## src/rtl/id_ex_reg.sv

```systemverilog
// id_ex_reg: ID/EX pipeline register with hold > bubble > load priority.
// Optional bubble counter output when ID_EX_BUBBLE_CNT_EN is defined.
module id_ex_reg #(
  parameter int XLEN = 32
) (
  input  logic            clk_i,
  input  logic            rst_i,
  input  logic            valid_i,
  input  logic [XLEN-1:0] pc_i,
  input  logic [XLEN-1:0] rs1_data_i,
  input  logic [XLEN-1:0] rs2_data_i,
  input  logic [XLEN-1:0] imme_i,
  input  logic [4:0]      rs1_addr_i,
  input  logic [4:0]      rs2_addr_i,
  input  logic [4:0]      rd_addr_i,
  input  logic [9:0]      funct_i,
  input  logic            reg_write_i,
  input  logic            mem_to_reg_i,
  input  logic            mem_read_i,
  input  logic            mem_write_i,
  input  logic            alu_src_i,
  input  logic [1:0]      alu_op_i,
  input  logic            hold_i,
  input  logic            bubble_i,
  output logic            valid_o,
  output logic [XLEN-1:0] pc_o,
  output logic [XLEN-1:0] rs1_data_o,
  output logic [XLEN-1:0] rs2_data_o,
  output logic [XLEN-1:0] imme_o,
  output logic [4:0]      rs1_addr_o,
  output logic [4:0]      rs2_addr_o,
  output logic [4:0]      rd_addr_o,
  output logic [9:0]      funct_o,
  output logic            reg_write_o,
  output logic            mem_to_reg_o,
  output logic            mem_read_o,
  output logic            mem_write_o,
  output logic            alu_src_o,
  output logic [1:0]      alu_op_o
`ifdef ID_EX_BUBBLE_CNT_EN
  ,output logic [31:0]    bubble_cnt_o
`endif
);
  logic ld, ctl;
  // data fields survive an invalid load; control and rd only pass for a real instruction
  assign ld  = ~bubble_i;
  assign ctl = ~bubble_i & valid_i;
  always_ff @(posedge clk_i or posedge rst_i) begin
    if (rst_i) begin
      valid_o      <= 1'b0;
      pc_o         <= '0;
      rs1_data_o   <= '0;
      rs2_data_o   <= '0;
      imme_o       <= '0;
      rs1_addr_o   <= '0;
      rs2_addr_o   <= '0;
      rd_addr_o    <= '0;
      funct_o      <= '0;
      reg_write_o  <= 1'b0;
      mem_to_reg_o <= 1'b0;
      mem_read_o   <= 1'b0;
      mem_write_o  <= 1'b0;
      alu_src_o    <= 1'b0;
      alu_op_o     <= '0;
    end else if (!hold_i) begin
      valid_o      <= ctl;
      pc_o         <= ld ? pc_i : '0;
      rs1_data_o   <= ld ? rs1_data_i : '0;
      rs2_data_o   <= ld ? rs2_data_i : '0;
      imme_o       <= ld ? imme_i : '0;
      rs1_addr_o   <= ld ? rs1_addr_i : '0;
      rs2_addr_o   <= ld ? rs2_addr_i : '0;
      rd_addr_o    <= ctl ? rd_addr_i : '0;
      funct_o      <= ld ? funct_i : '0;
      reg_write_o  <= ctl & reg_write_i;
      mem_to_reg_o <= ctl & mem_to_reg_i;
      mem_read_o   <= ctl & mem_read_i;
      mem_write_o  <= ctl & mem_write_i;
      alu_src_o    <= ctl & alu_src_i;
      alu_op_o     <= ld ? alu_op_i : '0;
    end
  end
`ifdef ID_EX_BUBBLE_CNT_EN
  always_ff @(posedge clk_i or posedge rst_i) begin
    if (rst_i) bubble_cnt_o <= '0;
    else if (!hold_i && bubble_i && bubble_cnt_o != '1) bubble_cnt_o <= bubble_cnt_o + 32'd1;
  end
`endif
endmodule

```

## config.mk

```make
export PLATFORM = sky130hd
export DESIGN_NAME = id_ex_reg
export DESIGN_NICKNAME = d
export VERILOG_FILES = /design/src/rtl/id_ex_reg.sv
export SDC_FILE = /design/constraint.sdc
export NUM_CORES = 1
export LEC_CHECK = 0
export CAP_MARGIN = 20
export CORE_MARGIN = 8
export CORE_UTILIZATION = 38
export DETAILED_ROUTE_END_ITERATION = 8
export GPL_TIMING_DRIVEN = 0
export PLACE_DENSITY = 0.86
export SYNTH_ARGS = -nofsm -noshare
export SYNTH_HDL_FRONTEND = slang
export SYNTH_SLANG_ARGS = --single-unit
```

## constraint.sdc

```tcl
create_clock -name clk_i -period 5.5 [get_ports clk_i]
set_clock_uncertainty 0.15 [all_clocks]
set_input_delay 0.55 -clock clk_i [delete_from_list [all_inputs] [get_ports clk_i]]
set_output_delay 0.55 -clock clk_i [all_outputs]
set_load 0.03 [all_outputs]
```

# Yosys cells after proc, flatten, opt, wreduce, memory -nomap -nowiden
# Index checks and enable logic that the tools add are counted.
dict set report totals {
  in_bits 165
  out_inout_bits 161
  register_bits 161
}
dict set report classes {
  bitwise 7
  n_mux 9
}
# op count
set ops {}
lappend ops {{2-to-1 mux 32 bit} 4}
lappend ops {{2-to-1 mux 5 bit} 3}
lappend ops {{2-to-1 mux 10 bit} 1}
lappend ops {{bitwise AND 1 bit} 6}
lappend ops {{2-to-1 mux 2 bit} 1}
lappend ops {{inverter 1 bit} 1}

# Depth between registers and ports, before layout
dict set report depth {
  word_depth 3
  depth_mapped 5
  ltp_nobuf 2
}

# Worst setup path after synthesis
# No wires, ideal clock.
dict set report synth_timing {
  path_type {input -> register}
  startpoint {input port hold_i}
  endpoint {register alu_src_o}
  setup_ps 124
  path_slack_ps 4134
  required_ps 5226
  stages 5
  arrival_ps 1093
  path_cell_list {buf_2 buf_2 buf_4 nand2_1 o21ai_1}
}
# element line
set synth_lines {}
lappend synth_lines {{from (decl)} 23} ;# input logic hold_i,
lappend synth_lines {{to (signal assigned)} 79} ;# alu_src_o <= ctl & alu_src_i;
lappend synth_lines {{to (decl)} 38} ;# output logic alu_src_o,

# Worst setup path after layout
dict set report layout_timing {
  startpoint {register funct_o[5]}
  endpoint {output port funct_o[5]}
}
# element line
set layout_lines {}
lappend layout_lines {{from (decl)} 33} ;# output logic [9:0] funct_o,
lappend layout_lines {{from (signal assigned)} 74} ;# funct_o <= ld ? funct_i : '0;
# No word-level cell between the ends.

==> results.sh <==
export IMPL_status="finished clean"
export IMPL_synth_cell_types=9
export IMPL_maxCapViolCount=0
export IMPL_fp_dieArea_um2=19290
export IMPL_grt_pass1_wl_mm=31.49
export IMPL_vias=4804
export IMPL_num_rows=45
export IMPL_wire_per_inst_um=21.93
export IMPL_yosys_area_share_simple_pct=2.202
export IMPL_synth_xor_area_share_pct=0
export IMPL_final_nets=894
export IMPL_nFillCells=1071
export IMPL_p_per_area_nw_per_um2=317.2
export IMPL_area_growth_pct=70.92
export IMPL_path_class="flop to output port"
export IMPL_critPathCaptureType="output port"
export IMPL_cpPeakStageDelay_ps=700
export IMPL_grt_pass1_vias=5360
export IMPL_synthAdderAreaFrac_pct=0
export IMPL_rsz0062_at_grt="no"
export IMPL_drive_gt1_share_pct=9.042
export IMPL_drc_errors=0
export IMPL_setup_ws_ps=3298
export IMPL_globalplace_congestion=0.7705
export IMPL_clk_pin_slew_ps=60
export IMPL_cts_path_max_buffers=2
export IMPL_tightest_slew_ps=702.7
export IMPL_drt_iter0_drc=214
export IMPL_ant_nets=0
export IMPL_cp_start_kind="flop"
export IMPL_slew_headroom_pct=53.15
export IMPL_synthesis_area_um2=5739
export IMPL_final_period_utilization_pct=40.04
export IMPL_p_leak_uw=0.004371
export IMPL_postSynthCellCount=384
export IMPL_yosysSeqAreaShare_pct=70.20
export IMPL_synth_compound_area_share_pct=23.78
export IMPL_die_w_um=138.9
export IMPL_grtUsageTotal_pct=21.00
export IMPL_fin_util_pct=65.50
export IMPL_clk_latency_ps=410
export IMPL_io_pins=326
export IMPL_crit_family="buffers and inverters"
export IMPL_routed_wirelength_mm=20.37
export IMPL_min_period_ps=2202
export IMPL_cts_tree="yes"
export IMPL_synth_top_family_by_area="compound AO/OA/AOI/OAI gates"
export IMPL_cts_buffers_inserted=17
export IMPL_crit_slowest_cell="clkdlybuf4s50_1"
export IMPL_synth_warnings=0
export IMPL_path_cells="clkdlybuf4s50_1"
export IMPL_overflow=0
export IMPL_synth_seq_cells=161
export IMPL_worstPathRequired_ps=4800
export IMPL_synth_nets=549
export IMPL_die_h_um=138.9
export IMPL_first_pass_iters=4
export IMPL_clock_sinks=161
export IMPL_antenna_found_initial=0
export IMPL_drv_slew=0
export IMPL_cts_hold_buf=0
export IMPL_synthMuxAreaShare_pct=0
export IMPL_cts_setup_buffers=0
export IMPL_htree_num_levels=4
export IMPL_post_cts_resized=0
export IMPL_diodes=0
export IMPL_dpl_worst_slack_ps=3235
export IMPL_start_util_pct=38.32
export IMPL_seq_area_um2=4029
export IMPL_cts_root_buf="clkbuf_16"
export IMPL_critPathMaxFanout=2
export IMPL_core_um2=14980
export IMPL_grt_max_degree=85
export IMPL_multi_input_area_um2=1491
export IMPL_setup_viol=0
export IMPL_worst_path_buf_inv=1
export IMPL_hold_viol_final=0
export IMPL_numPortBuffers=325
export IMPL_place_detailed_hpwl_mm=15.59
export IMPL_synth_area_per_cell_um2=14.95
export IMPL_cp_arrival_ps=1500
export IMPL_min_path_type="flop to flop"
export IMPL_timing_fmax_ghz=0.4541
export IMPL_vias_per_cell=5.171
export IMPL_ir_worst_vdd_v=0.0001915
==> cells by family after synthesis <==
logic type | after synthesis
flip-flops | 161
buffers and inverters | 37
AND/OR/NAND/NOR | 25
AO/OA/AOI/OAI | 161
==> area by class of cell <==
type	instances	share of cell area (%)
inverter	1	0.08929
tap	188	2.398
sequential	161	41.07
buffer	36	2.194
timing repair buffer	326	33.44
multi-input combinational	186	15.20
clock buffer	22	4.732
clock inverter	9	0.8673
==> power breakdown <==
group | internal [uW] | total, uW | leakage, uW | switching [uW]
Sequential | 1270 | 1330 | 0.00210 | 55.3
Clock | 642 | 1100 | 0.000250 | 460
Combinational | 332 | 679 | 0.00202 | 347
==> cell usage in the layout (no fill, tap or decap) <==
cell type / count
a22o_1: 149
buf_16: 1
buf_2: 22
buf_4: 14
bufinv_16: 1
clkbuf_1: 3
clkbuf_16: 17
clkbuf_8: 2
clkdlybuf4s50_1: 325
clkinv_2: 2
clkinvlp_4: 6
dfrtp_1: 161
inv_6: 1
nand2_1: 12
nand2b_1: 12
nor2_2: 1
o21ai_1: 12
==> routing by layer <==
| metal | vias to the layer above | wire (um) | track usage, % |
|---|---|---|---|
| li1 | 2139 | - | - |
| met1 | 2407 | 7965 | 23.26 |
| met2 | 222 | 10410 | 36.54 |
| met3 | 36 | 1537 | 7.470 |
| met4 | 0 | 461 | 7.683 |
| met5 | - | 0 | 0 |
==> registers in the layout, summed over array words and instances (netlist names) <==
register	flops
alu_op_o	2
alu_src_o	1
funct_o	10
imme_o	32
mem_read_o	1
mem_to_reg_o	1
mem_write_o	1
pc_o	32
rd_addr_o	5
reg_write_o	1
rs1_addr_o	5
rs1_data_o	32
rs2_addr_o	5
rs2_data_o	32
valid_o	1
==> cell usage after synthesis, drive strengths merged <==
library cell	number	share of area (%)
nor2	1	0.11
nand2b	12	1.3
inv	1	0.065
dfrtp	161	70
buf	36	3.7
nand2	12	0.78
a22o	149	23
o21ai	12	1.0
==> metrics by stage <==
step,power [uW],area (um2),hold WS [ps],setup TNS (ps),cells
final,3112,9809,347.5,0,929
after global routing,3224,9809,355.5,0,929
after CTS,3142,9809,347.8,0,929
after detailed placement,2032,9260,333.1,0,898
after global placement,2011,9228,325.6,-206180,897
after floorplan,1662,5739,490.6,0,384
==> worst paths after layout <==
| path | from | end | slack [ps] | depth (start not counted) |
|---|---|---|---|---|
| worst max-delay path | funct_o[5] | funct_o[5] | 3300 | 1 |
| worst min-delay path | rd_addr_o[0] | rd_addr_o[0] | 350 | 2 |
| worst max register to register | imme_o[31] | imme_o[31] | 4580 | 1 |
| worst min register to register | rd_addr_o[0] | rd_addr_o[0] | 350 | 2 |
| max in group asynchronous | rst_i | pc_o[4] | 3870 | 3 |
| min in group asynchronous | rst_i | rs2_data_o[30] | 480 | 2 |
Note: power is estimated with default switching activity, not from simulation.
